<file path="config.mk">
export PLATFORM = sky130hd
export DESIGN_NAME = fifo_param_flat
export DESIGN_NICKNAME = d
export VERILOG_FILES = /design/src/rtl/fifo_param_pkg.sv /design/src/rtl/fifo_param_if.sv /design/src/rtl/fifo_param_ctrl.sv /design/src/rtl/fifo_param.sv /design/src/flat_wrapper.sv
export SDC_FILE = /design/constraint.sdc
export NUM_CORES = 1
export LEC_CHECK = 0
export CAP_MARGIN = 25
export CELL_PAD_IN_SITES_DETAIL_PLACEMENT = 1
export CELL_PAD_IN_SITES_GLOBAL_PLACEMENT = 2
export CORE_AREA = 2 2 129 131
export DETAILED_ROUTE_END_ITERATION = 10
export DIE_AREA = 0 0 131 133
export PLACE_DENSITY_LB_ADDON = 0.1
export SYNTH_ARGS = -nofsm -noshare
export SYNTH_HDL_FRONTEND = slang
export SYNTH_SLANG_ARGS = --single-unit
</file>
<file path="constraint.sdc">
create_clock -name clock -period 1.8 [get_ports clock]
set_input_delay 0.36 -clock clock [delete_from_list [all_inputs] [get_ports clock]]
set_output_delay 0.36 -clock clock [all_outputs]
set_load 0.02 [all_outputs]
</file>
<file path="src/rtl/fifo_param_pkg.sv">
// rtl/fifo_param_pkg.sv - shared constants and helpers for the parameterised FIFO
package fifo_param_pkg;

  localparam bit FWFT_REGISTERED  = 1'b0;
  localparam bit FWFT_FALLTHROUGH = 1'b1;

  // Occupancy runs 0..depth inclusive, so one extra code point is needed.
  function automatic int count_width(input int depth);
    return $clog2(depth + 1);
  endfunction

endpackage

</file>
<file path="src/rtl/fifo_param_if.sv">
// rtl/fifo_param_if.sv - FIFO request/response bundle with producer and FIFO views
interface fifo_param_if
  import fifo_param_pkg::*;
#(
  parameter int DATA_WIDTH = 8,
  parameter int DEPTH      = 16
);

  localparam int CW = count_width(DEPTH);

  logic                  write_en;
  logic                  read_en;
  logic                  err_clear;
  logic [DATA_WIDTH-1:0] data_in;
  logic [DATA_WIDTH-1:0] data_out;
  logic                  data_valid;
  logic                  full;
  logic                  empty;
  logic                  almost_full;
  logic                  almost_empty;
  logic [CW-1:0]         count;
  logic                  overflow;
  logic                  underflow;

  modport master (
    output write_en, read_en, err_clear, data_in,
    input  data_out, data_valid, full, empty, almost_full, almost_empty,
    input  count, overflow, underflow
  );

  modport slave (
    input  write_en, read_en, err_clear, data_in,
    output data_out, data_valid, full, empty, almost_full, almost_empty,
    output count, overflow, underflow
  );

endinterface

</file>
<file path="src/rtl/fifo_param_ctrl.sv">
// rtl/fifo_param_ctrl.sv - FIFO pointers, occupancy, threshold flags and sticky errors
module fifo_param_ctrl
  import fifo_param_pkg::*;
#(
  parameter int  DEPTH    = 16,
  parameter int  AF_LEVEL = DEPTH - 2,
  parameter int  AE_LEVEL = 2,
  localparam int AW       = $clog2(DEPTH),
  localparam int CW       = count_width(DEPTH)
) (
  input  logic          clock,
  input  logic          reset,
  input  logic          write_en,
  input  logic          read_en,
  input  logic          err_clear,
  output logic          wr_acc,
  output logic          rd_acc,
  output logic [AW-1:0] wr_idx,
  output logic [AW-1:0] rd_idx,
  output logic          full,
  output logic          empty,
  output logic          almost_full,
  output logic          almost_empty,
  output logic [CW-1:0] count,
  output logic          overflow,
  output logic          underflow
);

  logic [AW:0]   wr_ptr, rd_ptr;
  logic [AW:0]   wr_ptr_nxt, rd_ptr_nxt;
  logic [CW-1:0] count_nxt;
  logic          ovf_evt, udf_evt;

  // A full FIFO still takes a write when the same cycle pops a word.
  always_comb begin
    rd_acc     = read_en && !empty;
    wr_acc     = write_en && (!full || rd_acc);
    ovf_evt    = write_en && full && !rd_acc;
    udf_evt    = read_en && empty;
    wr_ptr_nxt = wr_acc ? wr_ptr + 1'b1 : wr_ptr;
    rd_ptr_nxt = rd_acc ? rd_ptr + 1'b1 : rd_ptr;
    count_nxt  = count;
    if (wr_acc && !rd_acc) begin
      count_nxt = count + 1'b1;
    end else if (rd_acc && !wr_acc) begin
      count_nxt = count - 1'b1;
    end
  end

  assign wr_idx = wr_ptr[AW-1:0];
  assign rd_idx = rd_ptr[AW-1:0];

  always_ff @(posedge clock) begin
    if (reset) begin
      wr_ptr       <= '0;
      rd_ptr       <= '0;
      count        <= '0;
      full         <= 1'b0;
      empty        <= 1'b1;
      almost_full  <= 1'b0;
      almost_empty <= 1'b1;
      overflow     <= 1'b0;
      underflow    <= 1'b0;
    end else begin
      wr_ptr       <= wr_ptr_nxt;
      rd_ptr       <= rd_ptr_nxt;
      count        <= count_nxt;
      full         <= (wr_ptr_nxt[AW] != rd_ptr_nxt[AW]) &&
                      (wr_ptr_nxt[AW-1:0] == rd_ptr_nxt[AW-1:0]);
      empty        <= (wr_ptr_nxt == rd_ptr_nxt);
      almost_full  <= (count_nxt >= CW'(AF_LEVEL));
      almost_empty <= (count_nxt <= CW'(AE_LEVEL));
      // A fresh error wins over a simultaneous clear.
      overflow     <= ovf_evt || (overflow && !err_clear);
      underflow    <= udf_evt || (underflow && !err_clear);
    end
  end

endmodule

</file>
<file path="src/rtl/fifo_param.sv">
// rtl/fifo_param.sv - parameterised synchronous FIFO with registered or fall-through read
module fifo_param
  import fifo_param_pkg::*;
#(
  parameter int DATA_WIDTH = 8,
  parameter int DEPTH      = 16,
  parameter int AF_LEVEL   = DEPTH - 2,
  parameter int AE_LEVEL   = 2,
  parameter bit FWFT       = FWFT_REGISTERED
) (
  input logic         clock,
  input logic         reset,
  fifo_param_if.slave bus
);

  localparam int AW = $clog2(DEPTH);
  localparam int CW = count_width(DEPTH);

  logic [DATA_WIDTH-1:0] mem [DEPTH];
  logic [DATA_WIDTH-1:0] dout;
  logic                  dvalid;
  logic                  wr_acc, rd_acc;
  logic [AW-1:0]         wr_idx, rd_idx;
  logic                  full, empty, almost_full, almost_empty;
  logic [CW-1:0]         count;
  logic                  overflow, underflow;

  fifo_param_ctrl #(
    .DEPTH    (DEPTH),
    .AF_LEVEL (AF_LEVEL),
    .AE_LEVEL (AE_LEVEL)
  ) u_ctrl (
    .clock        (clock),
    .reset        (reset),
    .write_en     (bus.write_en),
    .read_en      (bus.read_en),
    .err_clear    (bus.err_clear),
    .wr_acc       (wr_acc),
    .rd_acc       (rd_acc),
    .wr_idx       (wr_idx),
    .rd_idx       (rd_idx),
    .full         (full),
    .empty        (empty),
    .almost_full  (almost_full),
    .almost_empty (almost_empty),
    .count        (count),
    .overflow     (overflow),
    .underflow    (underflow)
  );

  // Storage is not cleared on reset; the pointer reset makes old words unreachable.
  always_ff @(posedge clock) begin
    if (wr_acc && !reset) begin
      mem[wr_idx] <= bus.data_in;
    end
  end

  if (FWFT == FWFT_REGISTERED) begin : g_registered
    always_ff @(posedge clock) begin
      if (reset) begin
        dout   <= '0;
        dvalid <= 1'b0;
      end else begin
        dvalid <= rd_acc;
        if (rd_acc) begin
          dout <= mem[rd_idx];
        end
      end
    end
  end else begin : g_fallthrough
    // Head word is shown directly; an empty FIFO presents zero instead of stale storage.
    always_comb begin
      dout   = empty ? '0 : mem[rd_idx];
      dvalid = !empty;
    end
  end

  assign bus.data_out     = dout;
  assign bus.data_valid   = dvalid;
  assign bus.full         = full;
  assign bus.empty        = empty;
  assign bus.almost_full  = almost_full;
  assign bus.almost_empty = almost_empty;
  assign bus.count        = count;
  assign bus.overflow     = overflow;
  assign bus.underflow    = underflow;

endmodule

</file>
<file path="src/flat_wrapper.sv">
// flat-port wrapper written by rule: the top's interface ports become plain ports
module fifo_param_flat import fifo_param_pkg::*;
#(
  parameter int DATA_WIDTH = 8,
  parameter int DEPTH      = 16,
  parameter int AF_LEVEL   = DEPTH - 2,
  parameter int AE_LEVEL   = 2,
  parameter bit FWFT       = FWFT_REGISTERED
)
  (clock, reset, bus_write_en, bus_read_en, bus_err_clear, bus_data_in, bus_data_out, bus_data_valid, bus_full, bus_empty, bus_almost_full, bus_almost_empty, bus_count, bus_overflow, bus_underflow);
  fifo_param_if #(.DATA_WIDTH(DATA_WIDTH), .DEPTH(DEPTH)) bus_i ();
  input logic clock;
  input logic reset;
  input wire logic [$bits(bus_i.write_en)-1:0] bus_write_en;
  input wire logic [$bits(bus_i.read_en)-1:0] bus_read_en;
  input wire logic [$bits(bus_i.err_clear)-1:0] bus_err_clear;
  input wire logic [$bits(bus_i.data_in)-1:0] bus_data_in;
  output wire logic [$bits(bus_i.data_out)-1:0] bus_data_out;
  output wire logic [$bits(bus_i.data_valid)-1:0] bus_data_valid;
  output wire logic [$bits(bus_i.full)-1:0] bus_full;
  output wire logic [$bits(bus_i.empty)-1:0] bus_empty;
  output wire logic [$bits(bus_i.almost_full)-1:0] bus_almost_full;
  output wire logic [$bits(bus_i.almost_empty)-1:0] bus_almost_empty;
  output wire logic [$bits(bus_i.count)-1:0] bus_count;
  output wire logic [$bits(bus_i.overflow)-1:0] bus_overflow;
  output wire logic [$bits(bus_i.underflow)-1:0] bus_underflow;
  assign bus_i.write_en = bus_write_en;
  assign bus_i.read_en = bus_read_en;
  assign bus_i.err_clear = bus_err_clear;
  assign bus_i.data_in = bus_data_in;
  assign bus_data_out = bus_i.data_out;
  assign bus_data_valid = bus_i.data_valid;
  assign bus_full = bus_i.full;
  assign bus_empty = bus_i.empty;
  assign bus_almost_full = bus_i.almost_full;
  assign bus_almost_empty = bus_i.almost_empty;
  assign bus_count = bus_i.count;
  assign bus_overflow = bus_i.overflow;
  assign bus_underflow = bus_i.underflow;
  fifo_param #(.DATA_WIDTH(DATA_WIDTH), .DEPTH(DEPTH), .AF_LEVEL(AF_LEVEL), .AE_LEVEL(AE_LEVEL), .FWFT(FWFT)) u_core (.clock(clock), .reset(reset), .bus(bus_i));
endmodule
</file>
==> impl_metrics.toml, run 1 <==
[run_status]
outcome = "complete, but fails checks"
violations = "setup timing"

[yosys]
synth_edf_count = 128
yosys.area.top_type_share_pct = 60.7
ys_async_sr_fraction_pct = 0
synthTopCellsByCount = "edfxtp_1 (128), nor2_1 (42), dfxtp_1 (30), a21oi_1 (20), mux4_1 (18)"
synthCells = 372
synth-seq-cells = 158
syn_nets = 392
syn_area_um2 = 6340
yosys_warnings = 0
synth_most_common_cell = "edfxtp_1"
ys_seq_area_share_pct = 70.1
synth.distinct_cells = 37
ys_top_cells_by_area = "edfxtp_1 (61%), dfxtp_1 (9.5%), mux4_1 (7.5%), mux4_2 (5.0%), nor2_1 (2.5%)"
synth.avg_cell_area_um2 = 17.0
yosysTopAreaCell = "edfxtp_1"
synth_flop_cell = "edfxtp_1"

[critical_path]
endpoint = "u_core.bus.data_out[4]$_SDFFE_PP0N_"
worst_ep_arrival_time_ns = 2.13
crit_fanout = 6
slowest_stage = "mux4_2"
worstSetupPathDepth = 7
worst_setup_path_end_kind = "flop"
max_stage_delay_ns = 0.50
crit_family = "multiplexers"
crit_required_ns = 2.10
r2r_end = "u_core.bus.data_out[4]$_SDFFE_PP0N_"
r2r-start = "u_core.u_ctrl.rd_ptr[1]$_SDFF_PP0_"
reg2reg_depth = 7
worstSetupPathType = "flop to flop"
cp-start-kind = "flop"
path_cells = "buf_12 -> buf_4 -> mux4_2 -> a22oi_2 -> a21oi_2 -> a21oi_1 -> nor2_1"
r2r_slack_ns = -0.02
crit_buf_inv = 2
startpoint = "u_core.u_ctrl.rd_ptr[1]$_SDFF_PP0_"

[timing]
worst_pin_slew_ns = 0.645
fin_tns_setup_ns = -0.0294
clock_skew_ns = 0.00431
rsz0062_at_grt = "yes"
fin_ws_ns = -0.0244
slew_headroom_pct = 56.8
fin_crit_ns = 1.82
period_share_pct = 101
maxSlewViolCount = 0
max_freq_ghz = 0.548
setup_viol_count_final = 2
hold_viol = 0

[cells_and_area]
fin_cells = 701
synthToLayoutAreaGrowth_pct = 28.6
nNetsFinal = 488
seq_area_um2 = 4450
drive_gt1_share_pct = 36.2
multi_input_area_um2 = 1890
num_antenna_cells = 0
fillers = 1539

[floorplan]
initial_core_util_pct = 39.2
floorplan.die_area_um2 = 17400
die_h_um = 133
rows = 47
coreArea_um2 = 16200
ioPinCount = 33
fp.dieW_um = 131

[placement]
pre_cts_slack_ns = -0.536
gp_congestion = 0.746
placedCellCount = 662
detailed_place_hpwl_mm = 9.87
numPortBuffers = 32

[clock_tree]
clock_path_buffers = 2
cts_tree = "built"
cts_hold_buf = 0
insertion_delay_ns = 0.42
cts_root_buf = "clkbuf_16"
clkTransAtPathRegs_ns = 0.06
cts.sinks = 158
cts_made_buffers = 17
htreeDepth = 4

[drt]
first_pass_iters = 4
ant_nets = 0
num_vias = 3529
wl_mm = 14.9
drc_errors = 0
wl_per_cell_um = 21.2
via_per_inst = 5.03
drt-initial-drc-count = 233

[worst_hold_path]
hold_path_class = "input port to flop"

[grt]
grt_pass1_vias = 3789
antenna_found_initial = 0
grt_max_degree = 31
grt_pass1_wl_mm = 22.7
grt_usage_pct = 18.2
grt_overflow_total = 0

[power_and_ir_drop]
ir_drop_uv = 634
p_per_area_nw_per_um2 = 1030
power_leakage_nw = 2.78

[flow_run]
cap_violations = 0
## worst min-delay path, delay by kind of cell
kind                   cells  cell delay [ns]
and+or+nand+nor            1             0.08
AOI/OAI and AO/OA          1             0.08
buffers and inverters      2             0.31
## stage by stage
stage                     instance area (um^2)  util (%)  hold WS (ns)  power [W]
after floorplan                           6350         -         0.444    0.00459
after global placement                    7270      45.0         0.467    0.00495
after detailed placement                  7270      45.0         0.487    0.00497
after CTS                                 7910      48.9         0.504    0.00843
after global routing                      8150      50.4         0.475    0.00872
final                                     8150      50.4         0.440    0.00840
## kinds of logic (layout without fill, tap and decap cells)
logic type      after synthesis  after routing  share of synthesized area, %
compound gates               48             48                          4.90
buf+inv                      27            136                          2.55
simple gates                 80             80                          5.80
flops                       158            158                          70.1
xor+xnor                     18             18                          2.49
fa+ha+maj                     7              7                          1.38
mux                          34             34                          12.8
## layout by cell type, fill, tap and decap left out, types with 4 or more instances in the layout
cell,Yosys,final
dfxtp_1,30,27
nand4_1,4,4
dlygate4sd2_1,0,6
inv_6,0,4
buf_6,3,4
dlymetal6s2s_1,0,4
nor2_2,0,5
a21oi_1,20,10
mux4_1,18,5
a21oi_2,0,10
nand2_1,11,9
edfxtp_1,128,128
clkdlybuf4s50_1,0,22
a22oi_2,0,16
clkbuf_16,0,19
nor2_1,42,37
ha_1,7,5
mux4_2,14,27
xnor2_1,12,11
buf_4,0,53
nand3_1,5,5
clkinvlp_4,0,4
inv_1,6,6
buf_12,1,5
xor2_1,6,5
## where the power goes
part	switching [W]	internal [W]
Clock	0.00150	0.00192
Combinational	0.000470	0.000412
Sequential	0.0000710	0.00403
## metal layers
layer | track usage, % | share of wire [%] | vias up | routed length, um
met4 | 5.67 | 1.1 | 0 | 166
met3 | 3.48 | 2.8 | 10 | 423
met1 | 24.8 | 44 | 1820 | 6620
met5 | 0 | 0 | - | 0
li1 | - | - | 1633 | -
met2 | 29.7 | 52 | 66 | 7660
## state kept, by name, summed over array words and instances (netlist names), 5 cells and up
register              cells
u_core.bus.data_out       8
u_core.mem              128
u_core.u_ctrl.count       5
u_core.u_ctrl.rd_ptr      5
u_core.u_ctrl.wr_ptr      5
## area by class of cell
cell class	count	share of cell area [%]
Sequential cell	158	54.6
Multi-Input combinational cell	187	23.2
Timing Repair Buffer	98	11.6
Clock buffer	17	5.22
Tap cell	220	3.38
Clock inverter	15	1.69
Inverter	6	0.276
## worst min-delay path by stage
stage / start / end / slack, ns / cells past startpoint
CTS: u_core.bus.data_out[0]$_SDFFE_PP0N_ / u_core.bus.data_out[0]$_SDFFE_PP0N_ / 0.50 / 2
global placement: u_core.u_ctrl.overflow$_SDFF_PP0_ / u_core.u_ctrl.overflow$_SDFF_PP0_ / 0.47 / 2
global route: bus_read_en / u_core.u_ctrl.underflow$_SDFF_PP0_ / 0.48 / 4
finish: bus_read_en / u_core.u_ctrl.underflow$_SDFF_PP0_ / 0.44 / 4
floorplan: reset / u_core.u_ctrl.count[1]$_SDFF_PP0_ / 0.44 / 1
detailed placement: u_core.bus.data_out[1]$_SDFFE_PP0N_ / u_core.bus.data_out[1]$_SDFFE_PP0N_ / 0.49 / 2
## what timing repair did
action | CTS | global route
pin swaps | 10 | 21
endpoints found under the setup margin | 145 | 118
gates cloned | 1 | 2
resized for setup | 42 | 49
setup buffers | 0 | 6
Note: power is estimated with default switching activity, not from simulation.
==> inputs of run 2 (changes only) <==
--- a/config.mk
+++ b/config.mk
@@ -5,12 +5,13 @@
 export SDC_FILE = /design/constraint.sdc
 export NUM_CORES = 1
 export LEC_CHECK = 0
+export ABC_AREA = 1
 export CAP_MARGIN = 25
 export CELL_PAD_IN_SITES_DETAIL_PLACEMENT = 1
 export CELL_PAD_IN_SITES_GLOBAL_PLACEMENT = 2
-export CORE_AREA = 2 2 129 131
+export CORE_AREA = 2 2 160 123
 export DETAILED_ROUTE_END_ITERATION = 10
-export DIE_AREA = 0 0 131 133
+export DIE_AREA = 0 0 162 125
 export PLACE_DENSITY_LB_ADDON = 0.1
 export SYNTH_ARGS = -nofsm -noshare
 export SYNTH_HDL_FRONTEND = slang
==> impl_metrics.toml, run 2 <==
[critical_path]
reg2reg_depth = 6
crit_required_ns = 1.44
path_cells = "clkdlybuf4s50_1"
slowest_stage = "clkdlybuf4s50_1"
worstSetupPathDepth = 1
max_stage_delay_ns = 0.62
crit_family = "buffers and inverters"
worstSetupPathType = "flop to output pin"
worst_ep_arrival_time_ns = 1.42
cp-start-kind = "flop"
worst_setup_path_end_kind = "output pin"
crit_buf_inv = 1
crit_fanout = 2

[drt]
via_per_inst = 4.95
first_pass_iters = 5
wl_mm = 19.0
drt-initial-drc-count = 354
ant_nets = 0
num_vias = 4850
drc_errors = 0
wl_per_cell_um = 19.4

[power_and_ir_drop]
p_per_area_nw_per_um2 = 1030
ir_drop_uv = 617
power_leakage_nw = 3.12

[yosys]
synthTopCellsByCount = "edfxtp_1 (128), nor2_1 (114), nand2_1 (113), o21ai_0 (61), nand3_1 (49)"
syn_area_um2 = 6630
yosys.area.top_type_share_pct = 58.0
synth.avg_cell_area_um2 = 10.5
syn_nets = 651
synth-seq-cells = 158
yosys_warnings = 0
synth_edf_count = 128
ys_top_cells_by_area = "edfxtp_1 (58%), dfxtp_1 (9.1%), nor2_1 (6.5%), nand2_1 (6.4%), o21ai_0 (4.6%)"
synth_flop_cell = "edfxtp_1"
ys_seq_area_share_pct = 67.0
yosysTopAreaCell = "edfxtp_1"
synthCells = 631
ys_async_sr_fraction_pct = 0
synth.distinct_cells = 29
synth_most_common_cell = "edfxtp_1"

[timing]
worst_pin_slew_ns = 0.513
hold_viol = 0
fin_crit_ns = 1.78
max_freq_ghz = 0.561
fin_ws_ns = 0.0175
slew_headroom_pct = 65.7
period_share_pct = 99.0
clock_skew_ns = 0.00808
maxSlewViolCount = 0
setup_viol_count_final = 0

[clock_tree]
clock_path_buffers = 2
cts_root_buf = "clkbuf_16"
clkTransAtPathRegs_ns = 0.06
cts_tree = "built"
postCtsSetupBuffers = 0
cts.sinks = 158
htreeDepth = 4
insertion_delay_ns = 0.43
cts_made_buffers = 17
cts_hold_buf = 0

[grt]
antenna_found_initial = 0
grt_pass1_wl_mm = 29.9
grt_max_degree = 34
grt_usage_pct = 20.0
grt_overflow_total = 0
grt_pass1_vias = 5090

[worst_hold_path]
min_path_cells = 2
hold_path_class = "flop to flop"

[floorplan]
floorplan.die_area_um2 = 20300
die_h_um = 125
initial_core_util_pct = 35.2
fp.dieW_um = 162
ioPinCount = 33
coreArea_um2 = 18800
rows = 44

[cells_and_area]
num_antenna_cells = 0
drive_gt1_share_pct = 16.0
nNetsFinal = 734
largest_reg_flops = 128
synthToLayoutAreaGrowth_pct = 25.6
layout_common_cells = "edfxtp_1 (128), nand2_1 (111), nor2_1 (109)"
mostFrequentLayoutCell = "edfxtp_1"
fillers = 2112
fin_util_pct = 44.2
largest_register = "u_core.mem"

[placement]
numPortBuffers = 32
pre_cts_slack_ns = -0.371
detailed_place_hpwl_mm = 13.0
gp_congestion = 0.789

[flow_run]
cap_violations = 0

[run_status]
outcome = "completed"
run 2: changes by cell type after synthesis, sizes merged, moves of 5 or more:
cell    delta
nand3     +45
clkbuf    +12
xnor2     -11
nor2      +75
inv       +24
nor2b      -5
o21ai     +63
o211ai    +15
a22oi     -17
nand2    +106
mux4      -32
run 2: final timing paths:
kind / startpoint / endpoint / slack [ns]
setup / recovery: u_core.bus.data_out[7]$_SDFFE_PP0N_ / bus_data_out[7] / 0.02
setup reg to reg: u_core.u_ctrl.rd_ptr[0]$_SDFF_PP0_ / u_core.bus.data_out[2]$_SDFFE_PP0N_ / 0.06
hold reg to reg: u_core.u_ctrl.underflow$_SDFF_PP0_ / u_core.u_ctrl.underflow$_SDFF_PP0_ / 0.47
hold / removal: u_core.u_ctrl.underflow$_SDFF_PP0_ / u_core.u_ctrl.underflow$_SDFF_PP0_ / 0.47
run 2: repair_timing:
action                                  4_1_cts  5_1_grt
endpoints found under the setup margin       11       19
gates cloned                                  1        1
pin swaps                                     0        2
gates resized for setup                       9       16
run 2: layout make-up:
cell class	instances	area (um^2)	area share, %
clock inverter	7	88.8	1.07
sequential	158	4450	53.4
multi-input combinational	412	1970	23.6
inverter	31	120	1.44
clock buffer	25	475	5.71
timing repair buffer	94	911	10.9
tap	253	317	3.80
run 2: worst min-delay path, cell delays in order, from the launching register on:
cell and delay, ns:
dfxtp_1 0.31, nand2_1 0.06, a21oi_1 0.05
run 2: cell families (layout without fill, tap and decap cells):
kind of cell    after synthesis  in the layout  share of synthesized area [%]
compound gates              107            107                           8.74
fa+ha+maj                     7              7                           1.32
simple gates                293            293                           18.4
buf+inv                      61            157                           3.83
xor+xnor                      5              5                          0.660
flops                       158            158                           67.0
run 2: per-stage QoR:
stage                     power, W  cell area [um^2]  hold slack, ns  std cells  setup TNS [ns]
after global placement     0.00517              7680           0.451        946          -39.98
after global routing       0.00897              8330           0.526        980        -0.00808
final                      0.00862              8330           0.468        980               0
after detailed placement   0.00519              7680           0.464        946          -39.80
after floorplan            0.00467              6640           0.459        631           -9.08
after CTS                  0.00869              8270           0.471        979               0
run 2: per-layer routing:
layer  GRT usage [%]  up-vias  wire length (um)
met5               0        -                 0
met4            7.24        0               350
met3            4.28       25               782
met2            29.6      103              8440
met1            29.1     2379              9470
li1                -     2343                 -
run 2: power breakdown:
part           total (W)  leakage, nW  internal, W  switching (W)
combinational    0.00104         1.45     0.000395       0.000642
sequential       0.00409         1.40      0.00403      0.0000646
clock            0.00349        0.271      0.00210        0.00138
total            0.00862         3.12      0.00652        0.00209
